==> config.mk <==
export PLATFORM = sky130hd
export DESIGN_NAME = mux_sel_pipe
export DESIGN_NICKNAME = d
export VERILOG_FILES = /design/src/rtl/mux_sel_pipe.sv
export SDC_FILE = /design/constraint.sdc
export NUM_CORES = 1
export LEC_CHECK = 0
export CORE_MARGIN = 2
export CORE_UTILIZATION = 45
export CTS_CLUSTER_SIZE = 40
export DETAILED_ROUTE_END_ITERATION = 6
export DONT_BUFFER_PORTS = 1
export HOLD_SLACK_MARGIN = 0.03
export REMOVE_ABC_BUFFERS = 1
export SETUP_SLACK_MARGIN = 0.05
export SLEW_MARGIN = 20
export SYNTH_ARGS = -nofsm -noshare
export SYNTH_HDL_FRONTEND = slang
export SYNTH_SLANG_ARGS = --single-unit
==> constraint.sdc <==
create_clock -name clk_i -period 2.32 [get_ports clk_i]
set_input_delay 0.348 -clock clk_i [delete_from_list [all_inputs] [get_ports clk_i]]
set_output_delay 0.348 -clock clk_i [all_outputs]
set_load 0.02 [all_outputs]
==> src/rtl/mux_sel_pipe.sv <==
// Registered N-to-1 select mux behind a valid/ready handshake with a 2-entry skid buffer.
// Optional macro MUX_SEL_PIPE_ERRCNT_EN adds a saturating out-of-range select counter on err_cnt_o.
module mux_sel_pipe #(
    parameter int WIDTH  = 32,
    parameter int NUM_IN = 3,
    parameter int SEL_W  = 2
) (
    input  logic                    clk_i,
    input  logic                    rst_i,
    input  logic [NUM_IN*WIDTH-1:0] data_i,
    input  logic [SEL_W-1:0]        select_i,
    input  logic                    valid_i,
    output logic                    ready_o,
    output logic [WIDTH-1:0]        data_o,
    output logic                    valid_o,
    input  logic                    ready_i,
    output logic                    sel_err_o
`ifdef MUX_SEL_PIPE_ERRCNT_EN
    ,
    output logic [15:0]             err_cnt_o
`endif
);

    generate
        if (NUM_IN < 2 || NUM_IN > (1 << SEL_W)) begin : gCfgCheck
            $error("mux_sel_pipe: NUM_IN must be in 2..2**SEL_W");
        end
    endgenerate

    logic [WIDTH-1:0] selData;
    logic             selInRange;
    logic             accept;

    logic [WIDTH-1:0] dataOut_q,   dataOut_d;
    logic             validOut_q,  validOut_d;
    logic [WIDTH-1:0] skidData_q,  skidData_d;
    logic             skidValid_q, skidValid_d;
    logic             ready_q,     ready_d;
    logic             selErr_q,    selErr_d;
`ifdef MUX_SEL_PIPE_ERRCNT_EN
    logic [15:0]      errCnt_q,    errCnt_d;
`endif

    // Unused select codes fall back to channel 0 and raise the error path.
    always_comb begin
        selData    = data_i[WIDTH-1:0];
        selInRange = 1'b0;
        for (int k = 0; k < NUM_IN; k++) begin
            if (select_i == SEL_W'(k)) begin
                selData    = data_i[k*WIDTH +: WIDTH];
                selInRange = 1'b1;
            end
        end
    end

    assign accept = valid_i & ready_q;

    always_comb begin
        dataOut_d   = dataOut_q;
        validOut_d  = validOut_q;
        skidData_d  = skidData_q;
        skidValid_d = skidValid_q;
        selErr_d    = selErr_q;
`ifdef MUX_SEL_PIPE_ERRCNT_EN
        errCnt_d    = errCnt_q;
`endif
        // Skid always drains before a newer beat; ready_q is low while it is full.
        if (!validOut_q || ready_i) begin
            if (skidValid_q) begin
                dataOut_d   = skidData_q;
                validOut_d  = 1'b1;
                skidValid_d = 1'b0;
            end else if (accept) begin
                dataOut_d  = selData;
                validOut_d = 1'b1;
            end else begin
                validOut_d = 1'b0;
            end
        end else if (accept) begin
            skidData_d  = selData;
            skidValid_d = 1'b1;
        end
        ready_d = ~skidValid_d;
        if (accept && !selInRange) begin
            selErr_d = 1'b1;
`ifdef MUX_SEL_PIPE_ERRCNT_EN
            if (errCnt_q != 16'hFFFF) begin
                errCnt_d = errCnt_q + 16'd1;
            end
`endif
        end
    end

    always_ff @(posedge clk_i) begin
        if (rst_i) begin
            dataOut_q   <= '0;
            validOut_q  <= 1'b0;
            skidData_q  <= '0;
            skidValid_q <= 1'b0;
            ready_q     <= 1'b1;
            selErr_q    <= 1'b0;
`ifdef MUX_SEL_PIPE_ERRCNT_EN
            errCnt_q    <= 16'd0;
`endif
        end else begin
            dataOut_q   <= dataOut_d;
            validOut_q  <= validOut_d;
            skidData_q  <= skidData_d;
            skidValid_q <= skidValid_d;
            ready_q     <= ready_d;
            selErr_q    <= selErr_d;
`ifdef MUX_SEL_PIPE_ERRCNT_EN
            errCnt_q    <= errCnt_d;
`endif
        end
    end

    assign data_o    = dataOut_q;
    assign valid_o   = validOut_q;
    assign ready_o   = ready_q;
    assign sel_err_o = selErr_q;
`ifdef MUX_SEL_PIPE_ERRCNT_EN
    assign err_cnt_o = errCnt_q;
`endif

endmodule

# Word level (Yosys, flattened, before mapping)

Cells that the tools add are included.

Bits in registers: 68
Input bits: 102
Output and inout bits: 35
Word-level logic and storage cells: 30

Equal/unequal tests: 2
Mux-type cells: 11
Bitwise operators: 3
Reduce and logical (&&, ||, !) cells: 8

Operators with widths:

| kind                                                            | number |
|---|---|
| 32-bit 2-to-1 mux                                               | 4 |
| 1-bit 2-to-1 mux                                                | 7 |
| 2-bit AND reduction                                             | 2 |
| 2-bit by 1-bit == test with 1-bit output, second input constant | 1 |
| 2-bit == test, second input constant                            | 1 |
| 1-bit zero test                                                 | 2 |
| 2-bit zero test                                                 | 1 |
| 1-bit inverter                                                  | 2 |
| 2-bit nonzero test                                              | 1 |
| 1-bit AND                                                       | 1 |
| 1-bit logical AND                                               | 1 |
| 1-bit logical OR                                                | 1 |

# Logic depth before layout (Yosys ltp)

Gate-level depths: netlist of run 1.

Depth after elaboration: 6
Depth in mapped cells: 6
Gate-level depth less buffers: 4

# Least setup slack after synthesis of run 1

Ideal clock, no wire load.

Kind: register to register
Start: register validOut_q, in the netlist valid_o
End: register skidData_q[10]
Setup time: 117 ps
Arrival time: 1339 ps
Required time: 2203 ps
Slack: 864 ps
Cell stages (with the launch flop): 5
Path buffers: 1
Clock period less this slack: 1456 ps
Path through: dfxtp_1 > nor2b_1 > a31oi_1 > clkbuf_1 > a22o_1

Longest elaborated chain between the ends: 4

RTL lines:

| what                                 | line | RTL |
|---|---|---|
| start: declaration                   | 35   | `logic validOut_q, validOut_d;` |
| start signal: assignment             | 107  | `validOut_q <= validOut_d;` |
| 1-bit zero test                      | 68   | `if (!validOut_q \|\| ready_i) begin` |
| 1-bit logical OR                     | 68   |  |
| 1-bit inverter (no source line)      | --   |  |
| 2-bit AND reduction (no source line) | --   |  |
| end signal: assignment               | 108  | `skidData_q <= skidData_d;` |
| end: declaration                     | 36   | `logic [WIDTH-1:0] skidData_q, skidData_d;` |

Every way passes these cells.
A chain may end at the register's enable or synchronous reset.

# Worst setup path after layout of run 1

Start: register validOut_q, in the netlist valid_o
End: register skidData_q[6]

The elaborated chain is that of the path after synthesis.

==> results.yml, run 1 <==
critical_path:
  critPathLaunch: "valid_o"
  cp-end-kind: "flip-flop"
  cp_cell_sequence: "nor2b_1, a31oi_4, a22o_1"
  worst_r2r_startpoint: "valid_o"
  arrival_ns: 2.03
  worstSetupStartpointType: "flip-flop"
  cp_max_fo: 32
  critPathKind: "flip-flop to flip-flop"
  critPathRequiredTime_ns: 2.59
  crit_family: "compound AO/OA/AOI/OAI gates"
  cpPeakStageDelay_ns: 0.83
  cp_num_buf_inv: 0
  crit_slowest_cell: "a31oi_4"
pwr:
  power_frac_seq_pct: 50.9
  intPower_uw: 1990
  switching_power_uw: 681
  power_density_nw_per_um2: 712
  p_leak_uw: 0.00155
  p_sw_share_pct: 25.5
  pwr-share-comb_pct: 12.1
  vdd_drop_max_mv: 0.240
  clock_power_share_pct: 37.0
die:
  die_w_um: 93.3
  design.die.area_sq_um: 8700
  start_util_pct: 46.4
  die_h_um: 93.3
  rows: 32
  core-area_sq_um: 7730
  io_pins: 137
yosys:
  synthMuxAreaShare_pct: 35.7
  synth.distinct_cells: 21
  syn_area_sq_um: 3580
  ys_seq_area_share_pct: 38.0
  synth_cells: 335
  synth_area_per_cell_sq_um: 10.7
  synth_xor_area_share_pct: 0
  yosysTopAreaCellShare_pct: 38.0
  synth_area_leaders: "dfxtp_1 (38%), mux2i_1 (36%), a22o_1 (7.8%)"
  synth_top_family_by_area: "multiplexers"
  yosys.area_share.simple_pct: 4.54
  yosysTopAreaCell: "dfxtp_1"
  synthAdderAreaFrac_pct: 0
  synth_compound_area_share_pct: 15.3
  yosysWarnings: 0
  synth-seq-cells: 68
timing:
  drv_slew: 0
  min_period_ns: 1.76
  min_period_over_period_pct: 75.8
  rsz0062_at_grt: "no"
  max_slew_margin_pct: 33.8
  skew_ns: 0.00734
  finalSetupTns_ns: 0
  worstMarginPinSlew_ns: 0.994
  hold_viol_final: 0
  fmax_mhz: 569
  finalSetupViolCount: 0
run_status:
  run_status: "completed"
clocking:
  path_clk_slew_ns: 0.07
  cts.sinks: 68
  clock_tree.root_cell: "clkbuf_8"
  cts.repair.resized: 0
  worstSkewPairLatency_ns: 0.33
  post-cts-setup-buffer-count: 0
  cts_tree: "yes"
  cts_buffers: 9
  cts_hold_buf: 0
  h-tree-depth: 3
  cts_buffer_depth: 2
global_routing:
  grt_pass1_wl_mm: 11.4
  grt_pass1_vias: 2386
  grt.overflow.total: 0
  grt_max_degree: 66
  grt_antenna_before_repair: 0
  grtUsageTotal_pct: 16.6
routing:
  drc_errors: 0
  vias_per_cell: 5.77
  post_drt_wl_per_cell_um: 17.0
  wirelength_mm: 7.24
  firstDrtPassIters: 4
  drtIter0Drc: 59
  postRouteAntennaNets: 0
  via_count: 2454
final_layout:
  area_growth_pct: 4.68
  nets: 421
  utilization_pct: 48.6
  layout-drive-gt1-share_pct: 6.81
  layout_common_cells: "mux2i_1 (128), dfxtp_1 (67), nor2_1 (33)"
  fin_area_sq_um: 3750
  final_common_cell: "mux2i_1"
  final_cells: 425
  antennaDiodeCount: 0
placement:
  dp_cells: 410
  io_buffer_count: 0
  placed_cell_area_sq_um: 3550
  place_congestion: 0.704
  dp_hpwl_mm: 4.67
flow_run:
  max_cap_viol_count: 0
hold_path:
  hp-class: "primary input to flip-flop"
  min_from: "rst_i"
## through the flow
stage               hold WS, ns  setup slack (ns)  power, uW
floorplan                 0.417            -0.265       1640
global placement          0.424             0.586       1700
detailed placement        0.429             0.545       1710
CTS                      0.0622             0.551       2700
global route             0.0596             0.471       2790
finish                   0.0860             0.561       2670
## sequential cells by signal, summed over array words and instances, names as in the netlist
| name | cells |
|---|---|
| data_o | 32 |
| skidData_q | 32 |
| ready_o | 1 |
| sel_err_o | 1 |
| skidValid_q | 1 |
| valid_o | 1 |
## metal layers
layer  vias to the layer above  GRT usage [%]  wire (um)
li1                       1231              -          -
met1                      1121           21.4       3290
met2                        92           26.0       3320
met3                        10           4.59        525
met4                         0           6.99        106
met5                         -              0          0
## power by group through the flow
stage                     logic (uW)  clock network (uW)  registers, uW
after floorplan                  264                   0           1370
after global placement           318                   0           1390
after detailed placement         326                   0           1390
after CTS                        326                1020           1360
after global routing             364                1060           1370
final                            322                 989           1360
## synthesized netlist by cell type, drive strengths merged
library cell  instances
a41oi                 1
a211oi               32
dfxtp                68
inv                   1
clkbuf               14
nor3                  1
mux2i               128
nand2                 1
nor2                 34
or3                   1
a22o                 32
nor2b                 1
buf                  17
a21oi                 2
a31oi                 1
nand2b                1
## kinds of logic (layout without fill, tap and decap cells)
family / Yosys count / count (layout)
buffers and inverters: 32 / 20
muxes: 128 / 128
and+or+nand+nor: 39 / 39
AOI/OAI and AO/OA: 68 / 68
DFF: 68 / 68
## final timing paths
kind | to | slack (ns) | cells after the start
setup / recovery | skidData_q[6] | 0.56 | 3
hold / removal | data_o[17] | 0.09 | 1
setup reg to reg | skidData_q[6] | 0.56 | 3
hold reg to reg | skidData_q[29] | 0.48 | 1
## area by class of cell
class,count,area (sq um)
fill,725,3980
multi-input combinational,235,2010
sequential,68,1360
clock buffer,14,173
tap,102,128
timing repair buffer,4,42.5
clock inverter,1,30.0
inverter,1,3.75
Power figures use the tool's default switching activity.
==> run 2: changes to the inputs <==
--- a/config.mk
+++ b/config.mk
@@ -5,6 +5,7 @@
 export SDC_FILE = /design/constraint.sdc
 export NUM_CORES = 1
 export LEC_CHECK = 0
+export ABC_AREA = 1
 export CORE_MARGIN = 2
 export CORE_UTILIZATION = 45
 export CTS_CLUSTER_SIZE = 40
==> constraint.sdc (replaced) <==
create_clock -name clk_i -period 1.8 [get_ports clk_i]
set_input_delay 0.27 -clock clk_i [delete_from_list [all_inputs] [get_ports clk_i]]
set_output_delay 0.27 -clock clk_i [all_outputs]
set_load 0.02 [all_outputs]
==> run 2 against run 1 <==
  * Synthesized cell count grew 44%
  * Via count up 28%
  * Die area decreased by 3.5%
  * Cell count is 33% higher
  * First-iteration DRC count up 130%
  * Clock skew rose by 0.0024 ns
  * Largest power group unchanged
  * Sequential share of layout area rose by 1.6 points
  * Core utilization up 0.46 points
  * Largest cell class unchanged
==> results.yml, run 2 <==
clocking:
  cts_tree: "yes"
  clock_tree.root_cell: "clkbuf_8"
  path_clk_slew_ns: 0.07
  cts.sinks: 68
  worstSkewPairLatency_ns: 0.34
  cts_buffer_depth: 2
  cts_buffers: 9
  h-tree-depth: 3
die:
  die_h_um: 91.6
  core-area_sq_um: 7330
  start_util_pct: 47.1
  die_w_um: 91.6
  rows: 31
  io_pins: 137
  design.die.area_sq_um: 8390
timing:
  min_period_ns: 1.42
  finalSetupViolCount: 0
  skew_ns: 0.00975
  drv_slew: 0
  worstMarginPinSlew_ns: 0.587
  min_period_over_period_pct: 78.7
  fmax_mhz: 706
  max_slew_margin_pct: 60.9
  rsz0062_at_grt: "no"
  finalSetupTns_ns: 0
  hold_viol_final: 0
run_status:
  run_status: "completed"
critical_path:
  cpMostUsedCell: "a21oi_1"
  critPathRequiredTime_ns: 2.06
  critPathKind: "flip-flop to flip-flop"
  crit_slowest_cell: "dfxtp_1"
  cp_num_buf_inv: 1
  critPathLaunch: "valid_o"
  cp_max_fo: 18
  arrival_ns: 1.68
  cp-end-kind: "flip-flop"
  cp_cell_sequence: "nand2_2, nand2_4, buf_4, a21oi_1, a21oi_1"
  worst_r2r_startpoint: "valid_o"
  worstSetupStartpointType: "flip-flop"
  cpPeakStageDelay_ns: 0.46
  crit_family: "flip-flops"
global_routing:
  grt.overflow.total: 0
  grt_antenna_before_repair: 0
  grt_pass1_vias: 2994
  grtUsageTotal_pct: 21.6
  grt_pass1_wl_mm: 14.6
  grt_max_degree: 65
placement:
  io_buffer_count: 0
  dp_hpwl_mm: 5.71
  place_congestion: 0.792
  placed_cell_area_sq_um: 3420
final_layout:
  antennaDiodeCount: 0
  fin_area_sq_um: 3590
  nets: 562
  area_growth_pct: 4.06
  utilization_pct: 49.0
  nFillCells: 755
  final_common_cell: "a21oi_1"
  layout-drive-gt1-share_pct: 7.96
  layout_common_cells: "a21oi_1 (97), nand3_1 (96), dfxtp_1 (68)"
yosys:
  synth_area_per_cell_sq_um: 7.18
  yosysWarnings: 0
  synth_cells: 481
  synth_area_leaders: "dfxtp_1 (39%), a21oi_1 (14%), nand3_1 (14%)"
  yosysTopAreaCell: "dfxtp_1"
  netlist_top_cells_count: "a21oi_1 (97), nand3_1 (96), dfxtp_1 (68)"
  async_flop_share_pct: 0
  synth-seq-cells: 68
  synth_edf_count: 0
  ys_seq_area_share_pct: 39.4
  synth.distinct_cells: 20
  syn_area_sq_um: 3450
  yosysTopAreaCellShare_pct: 39.4
  synth_flop_cell: "dfxtp_1"
  yosysMostFrequentCell: "a21oi_1"
flow_run:
  max_cap_viol_count: 0
routing:
  via_count: 3146
  firstDrtPassIters: 4
  vias_per_cell: 5.58
  wirelength_mm: 9.01
  drtIter0Drc: 138
  drc_errors: 0
  postRouteAntennaNets: 0
  post_drt_wl_per_cell_um: 16.0
pwr:
  power_density_nw_per_um2: 921
  vdd_drop_max_mv: 0.496
  p_leak_uw: 0.00154
hold_path:
  min_from: "select_i[0]"
  hp-class: "primary input to flip-flop"
## run 2: per-stage QoR
step	hold slack (ns)	total power, uW	instances	setup WS [ns]
after floorplan	0.339	2130	440	-0.172
after global placement	0.344	2260	547	0.310
after detailed placement	0.348	2270	547	0.287
after CTS	0.165	3340	564	0.254
after global routing	0.178	3490	564	0.189
final	0.187	3310	564	0.383
## run 2: worst min-delay path: cells and delay by family
kind / cells / cell delay (ns)
and+or+nand+nor: 3 / 0.16
buffers and inverters: 1 / 0.04
## run 2: metal layers
layer  up-vias  global-route usage, %  wire length [um]
met5         -                      0                 0
met4         0                   8.46               142
met3        13                   4.98               710
met2       123                   34.3              4010
met1      1385                   28.4              4150
li1       1625                      -                 -
## run 2: report_power, final
part | switching [uW] | internal, uW
Clock | 544 | 536
Sequential | 154 | 1610
Combinational | 297 | 170
Total | 995 | 2320
## run 2: repair_timing
item | CTS | global route
buffers inserted | 0 | 0
setup endpoints to repair | 0 | 1
endpoints found under the hold margin | 4 | 0
hold buffers | 1 | 0
resized for setup | 0 | 2
## run 2: cells by family after synthesis
logic type             count (synthesis)  share of synthesized area, %
AND/OR/NAND/NOR                      203                          29.2
AO/OA/AOI/OAI                        161                          23.3
flip-flops                            68                          39.4
buffers and inverters                 49                          8.08
## run 2: worst paths after layout
| check | end | slack, ns | cells past startpoint |
|---|---|---|---|
| hold reg to reg | skidData_q[22] | 0.53 | 2 |
| setup reg to reg | data_o[1] | 0.38 | 5 |
| hold / removal | sel_err_o | 0.19 | 4 |
| setup / recovery | data_o[1] | 0.38 | 5 |
## run 2: area by class of cell
type                    instances  area, sq um  share of cell area [%]
inverters                       8         37.5                    1.04
repair buffers                  9         95.1                    2.65
well taps                      99          124                    3.45
clock inverters                 2         10.0                   0.279
flip-flops and latches         68         1360                    37.9
clock buffers                  14          153                    4.25
multi-input cells             364         1810                    50.5
==> run 3: changes to the inputs <==
==> constraint.sdc (replaced) <==
create_clock -name clk_i -period 1.4 [get_ports clk_i]
set_input_delay 0.21 -clock clk_i [delete_from_list [all_inputs] [get_ports clk_i]]
set_output_delay 0.21 -clock clk_i [all_outputs]
set_load 0.02 [all_outputs]
==> run 3 against run 2 <==
  * Critical path depth is 2 higher
  * Sequential share of layout area down 1.0 points
  * Sequential cell count unchanged
  * Core utilization increased by 1.3 points
  * Fmax rose by 15%
  * Register-to-register slack worse by 0.22 ns
==> results.yml, run 3 (same netlist as run 2, synthesis figures left out) <==
run_status:
  run_status: "completed"
routing:
  post_drt_wl_per_cell_um: 16.0
  route.met2.wl_mm: 4.18
  dr_wl_met3_um: 859
  wirelength_mm: 9.08
  drc_errors: 0
  vias_per_cell: 5.58
  dr.max_layer_used: "met4"
  firstDrtPassIters: 5
  drtIter0Drc: 107
  wl_met1_mm: 3.96
  postRouteAntennaNets: 0
  via_count: 3173
critical_path:
  arrival_ns: 1.46
  crit_slowest_cell: "dfxtp_1"
  cp_max_fo: 24
  cp_cell_sequence: "nand2_2, nand2_4, nand2_4, inv_8, buf_12, o21ai_0, a21oi_1"
  worstSetupStartpointType: "flip-flop"
  critPathRequiredTime_ns: 1.62
  cpMostUsedCell: "nand2_4"
  cp-end-kind: "flip-flop"
  critPathKind: "flip-flop to flip-flop"
  cpPeakStageDelay_ns: 0.32
timing:
  worstMarginPinSlew_ns: 0.373
  min_period_ns: 1.24
  hold_viol_final: 0
  finalSetupViolCount: 0
  skew_ns: 0.00564
  fmax_mhz: 810
  rsz0062_at_grt: "no"
  drv_slew: 0
  min_period_over_period_pct: 88.2
  setup_slack_ns: 0.165
  max_slew_margin_pct: 75.2
global_routing:
  grt_max_degree: 37
  grt_antenna_before_repair: 0
  grt_pass1_vias: 2876
  grt.overflow.total: 0
  grt_pass1_wl_mm: 14.4
  grtUsageTotal_pct: 21.4
pwr:
  total_power_uw: 4350
  vdd_drop_max_mv: 0.625
  p_leak_uw: 0.00159
  power_density_nw_per_um2: 1180
clocking:
  h-tree-depth: 3
  cts_buffer_depth: 2
  cts.sinks: 68
  worstSkewPairLatency_ns: 0.33
  cts_tree: "yes"
  clock_tree.root_cell: "clkbuf_8"
  path_clk_slew_ns: 0.07
  cts_buffers: 9
hold_path:
  hp-class: "primary input to flip-flop"
final_layout:
  utilization_pct: 50.4
  final_common_cell: "a21oi_1"
  antennaDiodeCount: 0
  area_growth_pct: 6.92
  nets: 569
  fin_area_sq_um: 3690
  layout_common_cells: "a21oi_1 (97), nand3_1 (96), dfxtp_1 (68)"
  final_cells: 569
  layout-drive-gt1-share_pct: 9.79
placement:
  place_congestion: 0.789
  placed_cell_area_sq_um: 3500
  dp_hpwl_mm: 6.15
  post-place-ws_ns: 0.111
  dp_cells: 554
  io_buffer_count: 0
die:
  design.die.area_sq_um: 8390
  io_pins: 137
  die_w_um: 91.6
  rows: 31
  die_h_um: 91.6
  start_util_pct: 47.1
  core-area_sq_um: 7330
flow_run:
  max_cap_viol_count: 0
## run 3: cell types whose count changed in the layout (fill, tap and decap cells not counted)
cell	previous run	this run
inv_4	3	2
clkbuf_1	4	0
inv_8	0	1
buf_12	2	4
buf_4	6	10
clkbuf_8	10	12
buf_6	0	1
## run 3: cell type report
class / instances / area [sq um]
fill: 745 / 3640
multi-input combinational: 364 / 1810
sequential: 68 / 1360
timing repair buffer: 16 / 176
clock buffer: 12 / 165
tap: 99 / 124
inverter: 8 / 42.5
clock inverter: 2 / 10.0
## run 3: metrics by stage
stage	TNS (ns)	hold slack [ns]
final	0	0.143
after global routing	0	0.158
after floorplan	-23.92	0.279
after global placement	0	0.284
after detailed placement	0	0.287
after CTS	0	0.121
## run 3: layer usage
| metal | track usage (%) | vias to the layer above |
|---|---|---|
| met5 | 0 | - |
| met4 | 7.32 | 0 |
| met3 | 5.23 | 7 |
| met2 | 34.2 | 130 |
| met1 | 28.1 | 1399 |
| li1 | - | 1637 |
## run 3: worst paths after layout
path / startpoint / to / slack, ns / cells past startpoint
worst max-delay path: ready_o / data_o[5] / 0.16 / 7
worst min-delay path: ready_i / skidValid_q / 0.14 / 3
worst max register to register: ready_o / data_o[5] / 0.16 / 7
worst min register to register: skidData_q[22] / skidData_q[22] / 0.53 / 2
## run 3: worst max-delay path, delay by kind of cell (launching register included)
family                 cells  cell delay [ns]
and+or+nand+nor            3             0.35
DFF                        1             0.32
buffers and inverters      2             0.23
AOI/OAI and AO/OA          2             0.22
## run 3: repair_timing
action / in CTS / in global routing
buffers inserted: 0 / 0
resized for setup: 0 / 4
endpoints found under the hold margin: 4 / 0
endpoints found under the setup margin: 0 / 25
hold buffers: 1 / 0
## run 3: where the power goes
part	switching [uW]	internal [uW]
clock	680	763
sequential	196	2070
combinational	392	245
